$ cat config.mk
export PLATFORM = sky130hd
export DESIGN_NAME = spi_capture_trigger_controller
export DESIGN_NICKNAME = d
export VERILOG_FILES = /design/src/rtl/spi_capture_pkg.sv /design/src/rtl/spi_capture_trigger_controller_gate.sv /design/src/rtl/spi_capture_trigger_controller.sv
export SDC_FILE = /design/constraint.sdc
export NUM_CORES = 1
export LEC_CHECK = 0
export ABC_CLOCK_PERIOD_IN_PS = 3500
export CAP_MARGIN = 40
export CORE_ASPECT_RATIO = 0.8
export CORE_MARGIN = 2
export CORE_UTILIZATION = 55
export DETAILED_ROUTE_END_ITERATION = 10
export PLACE_DENSITY = 0.91
export SYNTH_ARGS = -nofsm -noshare
export SYNTH_HDL_FRONTEND = slang
export SYNTH_SLANG_ARGS = --single-unit
export TNS_END_PERCENT = 10
$ cat constraint.sdc
create_clock -name clock -period 3.5 [get_ports clock]
set_clock_uncertainty 0.05 [all_clocks]
set_input_delay 0.7 -clock clock [delete_from_list [all_inputs] [get_ports clock]]
set_output_delay 0.7 -clock clock [all_outputs]
set_load 0.1 [all_outputs]
$ cat src/rtl/spi_capture_pkg.sv
// Shared definitions for the SPI capture trigger controller.
// Holds the capture state encoding, the Avalon-MM register map, the CTRL
// register bit positions and the masked byte-match helper.
package spi_capture_pkg;

    typedef enum logic [2:0] {
        IDLE  = 3'd0,
        ARMED = 3'd1,
        POST  = 3'd2,
        DONE  = 3'd3
    } capture_state_t;

    localparam logic [2:0] ADDR_CTRL    = 3'd0;
    localparam logic [2:0] ADDR_MATCH   = 3'd1;
    localparam logic [2:0] ADDR_POSTCNT = 3'd2;
    localparam logic [2:0] ADDR_STATUS  = 3'd3;
    localparam logic [2:0] ADDR_TRIGPOS = 3'd4;

    localparam int CTRL_ARM   = 0;
    localparam int CTRL_ABORT = 1;
    localparam int CTRL_SRC   = 2;

    // Only bits set in the mask take part in the compare, so a zero mask
    // makes every byte a match.
    function automatic logic byte_match(input logic [7:0] sel_byte,
                                        input logic [7:0] value,
                                        input logic [7:0] mask);
        return ((sel_byte ^ value) & mask) == 8'h00;
    endfunction

endpackage

$ cat src/rtl/spi_capture_trigger_controller_gate.sv
// spi_byte_event_gate
// Turns the sniffer's level-pulse byte strobe into a one-cycle byte event and
// gates the strobe towards the debugger without ever cutting a pulse short.
// Ports:
//   clock, reset        single clock, synchronous active-high reset
//   buffer_changed      raw byte-complete strobe from the sniffer
//   gate_req            capture FSM wants strobes forwarded
//   byte_event          one-cycle pulse on the rising edge of buffer_changed
//   buffer_changed_out  buffer_changed passed through the gate
module spi_byte_event_gate (
    input  logic clock,
    input  logic reset,
    input  logic buffer_changed,
    input  logic gate_req,
    output logic byte_event,
    output logic buffer_changed_out
);

    logic bc_q;
    logic gate;

    // bc_q resets high so a strobe already asserted out of reset is not seen
    // as a new byte. The gate only follows gate_req while the strobe is low,
    // which keeps every forwarded pulse whole.
    always_ff @(posedge clock) begin
        if (reset) begin
            bc_q <= 1'b1;
            gate <= 1'b0;
        end else begin
            bc_q <= buffer_changed;
            if (!buffer_changed) begin
                gate <= gate_req;
            end
        end
    end

    assign byte_event         = !bc_q && buffer_changed;
    assign buffer_changed_out = buffer_changed && gate;

endmodule

$ cat src/rtl/spi_capture_trigger_controller.sv
// spi_capture_trigger_controller
// Sequences an SPI buffer debugger capture: arm, trigger on a masked byte
// match, count post-trigger bytes, then freeze by closing the strobe gate so
// the debugger ring keeps pre-trigger history plus N post-trigger bytes.
// Ports:
//   clock, reset             single clock, synchronous active-high reset
//   io_Avalon_*              register interface (readdata combinational,
//                            waitrequest tied 0)
//   io_MISO_Buffer           current MISO byte
//   io_MOSI_Buffer           current MOSI byte
//   io_BufferChanged         byte-complete strobe from the sniffer
//   io_BufferChangedOut      gated strobe to the debugger
//   io_Triggered             high in POST and DONE
//   io_Done                  high in DONE
// Registers: 0 CTRL (arm, abort, src), 1 MATCH {mask,value}, 2 POSTCNT,
//   3 STATUS {byte_count,state} read-only, 4 TRIGPOS read-only.
module spi_capture_trigger_controller
    import spi_capture_pkg::*;
#(
    parameter int CNT_W = 16
) (
    input  logic        clock,
    input  logic        reset,
    input  logic [2:0]  io_Avalon_address,
    input  logic        io_Avalon_read,
    output logic [31:0] io_Avalon_readdata,
    input  logic        io_Avalon_write,
    input  logic [31:0] io_Avalon_writedata,
    output logic        io_Avalon_waitrequest,
    input  logic [7:0]  io_MISO_Buffer,
    input  logic [7:0]  io_MOSI_Buffer,
    input  logic        io_BufferChanged,
    output logic        io_BufferChangedOut,
    output logic        io_Triggered,
    output logic        io_Done
);

    capture_state_t   state;
    capture_state_t   state_next;

    logic             src;
    logic [7:0]       match_value;
    logic [7:0]       match_mask;
    logic [CNT_W-1:0] postcnt;
    logic [CNT_W-1:0] byte_count;
    logic [CNT_W-1:0] remain;
    logic [CNT_W-1:0] trigpos;

    logic             byte_event;
    logic             gate_req;
    logic             byte_hit;
    logic             cfg_open;
    logic             ctrl_write;
    logic             abort_req;
    logic             arm_req;

    logic             clear_count;
    logic             load_remain;
    logic             count_en;
    logic             remain_dec;
    logic             trig_capture;

    logic             unused_inputs;

    assign unused_inputs = ^{io_Avalon_read, io_Avalon_writedata[31:16]};

    spi_byte_event_gate u_gate (
        .clock              (clock),
        .reset              (reset),
        .buffer_changed     (io_BufferChanged),
        .gate_req           (gate_req),
        .byte_event         (byte_event),
        .buffer_changed_out (io_BufferChangedOut)
    );

    assign byte_hit   = byte_match(src ? io_MISO_Buffer : io_MOSI_Buffer,
                                   match_value, match_mask);
    assign cfg_open   = (state == IDLE) || (state == DONE);
    assign ctrl_write = io_Avalon_write && (io_Avalon_address == ADDR_CTRL);
    assign abort_req  = ctrl_write && io_Avalon_writedata[CTRL_ABORT];
    assign arm_req    = ctrl_write && io_Avalon_writedata[CTRL_ARM];

    always_ff @(posedge clock) begin
        if (reset) begin
            state <= IDLE;
        end else begin
            state <= state_next;
        end
    end

    // Abort is checked first so it wins over an arm in the same write and
    // over a byte event or match in the same cycle.
    always_comb begin
        state_next   = state;
        clear_count  = 1'b0;
        load_remain  = 1'b0;
        count_en     = 1'b0;
        remain_dec   = 1'b0;
        trig_capture = 1'b0;
        if (abort_req) begin
            state_next = IDLE;
        end else begin
            case (state)
                IDLE, DONE: begin
                    if (arm_req) begin
                        state_next  = ARMED;
                        clear_count = 1'b1;
                        load_remain = 1'b1;
                    end
                end
                ARMED: begin
                    if (byte_event) begin
                        count_en = 1'b1;
                        if (byte_hit) begin
                            trig_capture = 1'b1;
                            state_next   = (postcnt != '0) ? POST : DONE;
                        end
                    end
                end
                POST: begin
                    if (byte_event) begin
                        count_en   = 1'b1;
                        remain_dec = 1'b1;
                        if (remain == CNT_W'(1)) begin
                            state_next = DONE;
                        end
                    end
                end
                default: state_next = IDLE;
            endcase
        end
    end

    assign gate_req     = (state == ARMED) || (state == POST);
    assign io_Triggered = (state == POST) || (state == DONE);
    assign io_Done      = (state == DONE);

    // Configuration is frozen while a capture is running. TRIGPOS takes the
    // count before the trigger byte is added, i.e. its zero-based index.
    always_ff @(posedge clock) begin
        if (reset) begin
            src         <= 1'b0;
            match_value <= 8'h00;
            match_mask  <= 8'h00;
            postcnt     <= '0;
            byte_count  <= '0;
            remain      <= '0;
            trigpos     <= '0;
        end else begin
            if (io_Avalon_write && cfg_open) begin
                case (io_Avalon_address)
                    ADDR_CTRL:    src <= io_Avalon_writedata[CTRL_SRC];
                    ADDR_MATCH: begin
                        match_value <= io_Avalon_writedata[7:0];
                        match_mask  <= io_Avalon_writedata[15:8];
                    end
                    ADDR_POSTCNT: postcnt <= io_Avalon_writedata[CNT_W-1:0];
                    default: ;
                endcase
            end
            if (clear_count) begin
                byte_count <= '0;
            end else if (count_en && (byte_count != {CNT_W{1'b1}})) begin
                byte_count <= byte_count + CNT_W'(1);
            end
            if (load_remain) begin
                remain <= postcnt;
            end else if (remain_dec) begin
                remain <= remain - CNT_W'(1);
            end
            if (trig_capture) begin
                trigpos <= byte_count;
            end
        end
    end

    always_comb begin
        io_Avalon_readdata = 32'h0;
        case (io_Avalon_address)
            ADDR_CTRL:    io_Avalon_readdata = {29'h0, src, 2'b00};
            ADDR_MATCH:   io_Avalon_readdata = {16'h0, match_mask, match_value};
            ADDR_POSTCNT: io_Avalon_readdata = 32'(postcnt);
            ADDR_STATUS:  io_Avalon_readdata = (32'(byte_count) << 16) | {29'h0, state};
            ADDR_TRIGPOS: io_Avalon_readdata = 32'(trigpos);
            default:      io_Avalon_readdata = 32'h0;
        endcase
    end

    assign io_Avalon_waitrequest = 1'b0;

endmodule
==> summary.txt <==
Outcome
  • Status: complete, no violations

Detailed routing
  • Post-Route WL: 13.2 mm
  • # DRC: 0
  • Total number of vias: roughly 4300
  • Initial drt markers: 499
  • Routed WL per cell: 19.1 um
  • DR vias/cell: 6.24
  • Pre-Repair DR Iteration Count: 6
  • Final antenna-violating net count: 0

CTS
  • Num Clock Sinks: 85
  • Max clock buf depth: 2
  • Worst skew pair latency: 360 ps
  • Hold Buf Count CTS: 0
  • CTS resizes: 0
  • TritonCTS clock tree: built
  • Root buffer cell: clkbuf_8
  • Max H-tree Level: 3
  • Post-CTS Setup Repair Bufs: 0
  • CTS clk-pin slew, worst paths: about 80 ps
  • Total CTS buffers: 9

Floorplanning
  • Die width: between 100 and 150 um
  • Die height: 83.7 um
  • I/O pins: between 90 and 100
  • Initial Utilization: 0.558
  • FP Rows: 29
  • Core Region: 7840 um2
  • Die area: 8680 um2

GRT
  • Antenna violations before repair: 0
  • All-Layer GR Usage: 0.301
  • Vias in the first global route: 4098
  • First-pass GRT wire length: 21.0 mm
  • GRT Residual Overflow: 0
  • Largest net degree at the start of global routing: 39

Synth
  • Synth unique cells: 56
  • Synthesized area: between 4000 and 5000 um2
  • Yosys warns: 0
  • Seq/Total Area, Yosys: 0.389
  • Yosys reg bits: 85
  • Post-Syn Instances: 518
  • Top_reg_cell synth: dfxtp_1
  • Syn_nets: a little under 600
  • Mapped Avg Cell Area: 8.44 um2
  • Ys async rst share: 0
  • Post-synth EDFFs: 0

Finish
  • Area Growth Syn to Fin: 29.7%
  • Diode count: 0
  • Fin nets: 641
  • Reg area: between 1500 and 2000 um2
  • Fillers: 549
  • Layout cells sized above 1: 0.135
  • Commonest non-fill, non-tap cells in the layout: 85 x dfxtp_1, 69 x nor2_1, 64 x nand2_1
  • Utilization after layout: 0.723
  • Most common cell after layout, fill and taps aside: dfxtp_1
  • Multi-input gate area: 2490 um2

Placement
  • Dpl ws: ~270 ps
  • Gpl congestion: 0.924
  • Post-DP HPWL: 9.31 mm
  • PortBufs: 73

Pwr
  • Net Switching: between 0.0007 and 0.0008 W
  • P_int: 0.00157 W
  • Register share of total power: 0.456
  • Power Density: 410 nW/um2
  • Switching Fraction: 0.325
  • Combinational fraction of design power: 0.248
  • Power share of the clock group: 0.296
  • Peak VDD IR: 0.308 mV
  • P_leak: around 2.3 nW
  • Final Power: 0.00233 W

Setup path
  • CP Launch Type: input port
  • Critical Path RT: roughly 2800 ps
  • Critical path buffer and inverter count: 3
  • Setup crit end kind: primary output
  • Largest stage delay on the critical path: 540 ps
  • Crit path DAT: 2460 ps
  • Critical Path Fanout Max: 33
  • CP Cell Sequence: clkdlybuf4s50_1 -> nor2b_2 -> buf_4 -> a22oi_1 -> o21ai_0 -> buf_12
  • CP delay by family, top: buffers and inverters
  • Worst setup path class: input port to primary output
  • Slowest cell on crit path: clkdlybuf4s50_1

STA
  • Max Clk Rate: 312 MHz
  • RSZ-0062 raised after global routing: no
  • Final setup vio count: 0
  • Worst Tran Pin Value: 751 ps
  • Worst setup margin: 291 ps
  • Slew margin rel.: 0.500
  • Period utilization: 0.917
  • Final Slew Violations: 0
  • Fin crit period: 3210 ps
  • Final Hold Vio Count: 0

Hold path
  • Hold WC Path Type: register to register

Job
  • MaxCap Viol Count: 0
==> synth_stat cells, types with 4 or more instances <==
cell type / count / area share
a211oi_1: 12 / 0.021
a21oi_1: 24 / 0.027
a22oi_1: 17 / 0.029
and3_1: 20 / 0.029
buf_2: 6 / 0.0069
clkbuf_1: 24 / 0.021
dfxtp_1: 85 / 0.39
ha_1: 6 / 0.017
inv_1: 7 / 0.0060
mux2i_1: 47 / 0.11
nand2_1: 64 / 0.055
nand3_1: 8 / 0.0092
nand4_1: 9 / 0.013
nor2_1: 69 / 0.059
nor3_1: 6 / 0.0069
nor4_1: 10 / 0.014
o21ai_0: 19 / 0.022
or2b_2: 4 / 0.0080
xnor2_1: 17 / 0.034
xor2_1: 13 / 0.026
==> registers in the layout, summed over array words and instances (netlist names) <==
register / count
match_value: 8
remain: 16
postcnt: 16
state: 2
byte_count: 16
trigpos: 16
u_gate.gate: 1
match_mask: 8
src: 1
u_gate.bc_q: 1
==> metrics by stage <==
step	area (um2)	setup TNS (ps)	cells	hold slack (ps)
6_report	5670	0	692	453
2_1_floorplan	4370	-4120	518	399
3_3_place_gp	5480	0	676	415
5_1_grt	5670	0	692	469
3_5_place_dp	5480	0	676	439
4_1_cts	5670	0	692	452
==> area by class of cell <==
class	count	area share
clock buffer	12	0.0256
clock inverter	4	0.00838
inverter	7	0.00463
multi-input combinational	391	0.438
sequential	85	0.300
tap	108	0.0238
timing repair buffer	85	0.199
==> kinds of logic after synthesis <==
logic type | Yosys count | synth area share
AND/OR/NAND/NOR | 218 | 0.248
adder cells (fa/ha/maj) | 6 | 0.0172
multiplexers | 47 | 0.108
flip-flops | 85 | 0.389
other | 1 | 0.000858
buffers and inverters | 42 | 0.0424
XOR/XNOR | 30 | 0.0601
AO/OA/AOI/OAI | 89 | 0.135
==> power by group through the flow <==
stage               sequential [W]  clock [W]  combinational, W
detailed placement         0.00108          0          0.000562
floorplan                  0.00106          0          0.000405
global placement           0.00108          0          0.000542
CTS                        0.00106   0.000685          0.000567
finish                     0.00106   0.000689          0.000578
global route               0.00107   0.000729          0.000614
==> worst paths after layout <==
kind	endpoint	cells after the start	start	slack (ps)
worst min register to register	remain[10]$_SDFFE_PP0P_	2	remain[10]$_SDFFE_PP0P_	450
worst min-delay path	remain[10]$_SDFFE_PP0P_	2	remain[10]$_SDFFE_PP0P_	450
worst max register to register	state[0]$_SDFFE_PP0P_	6	src$_SDFFE_PP0P_	780
worst max-delay path	io_Avalon_readdata[4]	6	io_Avalon_address[2]	290
==> metal layers <==
| metal | global-route usage | part of all wire | vias to the layer above |
|---|---|---|---|
| met1 | 0.399 | 0.40 | 2011 |
| met2 | 0.489 | 0.47 | 326 |
| met3 | 0.0734 | 0.11 | 44 |
| met4 | 0.0946 | 0.025 | 0 |
| li1 | - | - | 1934 |
| met5 | 0 | 0 | - |
==> worst register-to-register path, cell delays in order (launching register included) <==
cell	delay, ps
dfxtp_1	700
mux2i_1	350
mux2i_1	140
a2111oi_2	460
a31oi_1	260
or4_1	520
o211a_1	140
(Power assumes the default switching activity.)
==> edit (config.mk and constraints unchanged) <==
`CNT_W`: 16 -> 12.
--- a/src/rtl/spi_capture_trigger_controller.sv
+++ b/src/rtl/spi_capture_trigger_controller.sv
@@ -17,7 +17,7 @@
 module spi_capture_trigger_controller
     import spi_capture_pkg::*;
 #(
-    parameter int CNT_W = 16
+    parameter int CNT_W = 12
 ) (
     input  logic        clock,
     input  logic        reset,
Check against the original RTL: not equivalent (a bounded check fails within 4 cycles, from zero or initial values and one cycle with reset high).
==> edit against the unedited design <==
Fmax shrank 1.3%; synthesized area shrank 16%; routed wire length shrank 20%; sequential cell count shrank 16; worst setup slack lost 0.041 ns; register-to-register slack gained 0.04 ns; cell area shrank 15%; highest routed layer unchanged; critical path type unchanged; power shrank 14%; utilization grew 3.2 points.
==> edit: results <==
outcome:
  status: "finished clean"
timing:
  relSlewSlack_pct: 49.68
  holdWs_ns: 0.4433
  period_minus_slack_ns: 3.250
  fin_ws_ns: 0.2497
  setup_viol: 0
grt:
  grt_pass1_vias: 3465
  gr-usage-all-layers_pct: 29.77
  grt_start_max_net_pins: 57
  grt_pass1_wl_um: 16840
drt:
  wl_um: 10560
  first_pass_iters: 5
  met1Wirelength_um: 4269
  vias_per_cell: 6.146
  routed-wl-met3_um: 1117
  initialDrtViolationCount: 347
  final_antenna_net_count: 0
cells_and_area:
  nNetsFinal: 582
  stdcell_count: 608
  n_fill_cell: 454
  drive_above_1_share_pct: 12.02
setup_path:
  arrival_ns: 2.50
  regToRegSetupSlack_ns: 0.82
  worst-path-max-fanout: 13
place:
  dp_cells: 593
  numPortBuffers: 69
  dpl.hpwl_um: 7691
  post_dp_cell_area_um2: 4652
  place.gp.congestion: 0.9211
power:
  worst_ir_drop_vdd_v: 0.0001947
  cellLeakagePower_nw: 1.804
flow_run:
  drv_cap: 0
logic_synthesis:
  yosys-top-cells-area: "dfxtp_1, nand2_1, mux2i_1"
  synth_common_cells: "nand2_1, dfxtp_1, nor2_1, a21oi_1, mux2i_1"
  synth_seq_area_share_pct: 37.80
  yosysUniqueCellTypes: 46
  synth_cells: 459
clock_tree:
  root_buffer: "clkbuf_8"
  clk_pin_slew_ns: 0.06
[edit: path summary, 6_finish.rpt]
| kind | start | end | depth (start not counted) |
|---|---|---|---|
| min reg2reg | remain[4]$_SDFFE_PP0P_ | remain[4]$_SDFFE_PP0P_ | 2 |
| max | io_Avalon_address[1] | io_Avalon_readdata[13] | 6 |
| max reg2reg | src$_SDFFE_PP0P_ | trigpos[10]$_SDFFE_PP0P_ | 7 |
| min | remain[4]$_SDFFE_PP0P_ | remain[4]$_SDFFE_PP0P_ | 2 |
[edit: cells by family (layout without fill, tap and decap cells)]
kind of cell               count (synthesis)  count (layout)  share of synthesized area [%]
and+or+nand+nor                          204             204                          25.95
AOI/OAI and AO/OA                         91              91                          16.50
DFF                                       69              69                          37.80
buffers and inverters                     38              99                          4.587
muxes                                     28              28                          7.737
xor gates and xnor gates                  22              22                          5.272
adders and majority gates                  6               6                          2.054
other                                      1               5                         0.1026
[edit: power by group]
| part | internal, mW | switching, mW | total (mW) |
|---|---|---|---|
| Combinational | 0.185 | 0.303 | 0.488 |
| Clock | 0.366 | 0.290 | 0.656 |
| Sequential | 0.816 | 0.0374 | 0.854 |
[edit: final cells by class]
| cell class | instances | area (um^2) | area share, % |
|---|---|---|---|
| multi-input combinational | 356 | 2121 | 43.78 |
| sequential | 69 | 1381 | 28.51 |
| timing repair buffer | 77 | 1018 | 21.02 |
| clock buffer | 14 | 162.7 | 3.357 |
| tap | 84 | 105.1 | 2.169 |
| clock inverter | 1 | 30.03 | 0.6198 |
| inverter | 7 | 26.28 | 0.5424 |
[edit: critical path, stage by stage]
cell and delay (ns):
clkdlybuf4s50_1 0.54, nor2b_1 0.26, buf_4 0.24, nor2b_1 0.33
and2_1 0.24, buf_12 0.19
[edit: layer usage]
metal,track usage [%],up-vias
met5,0,-
met4,10.14,0
met3,7.466,37
met2,46.62,259
met1,39.73,1761
li1,-,1680
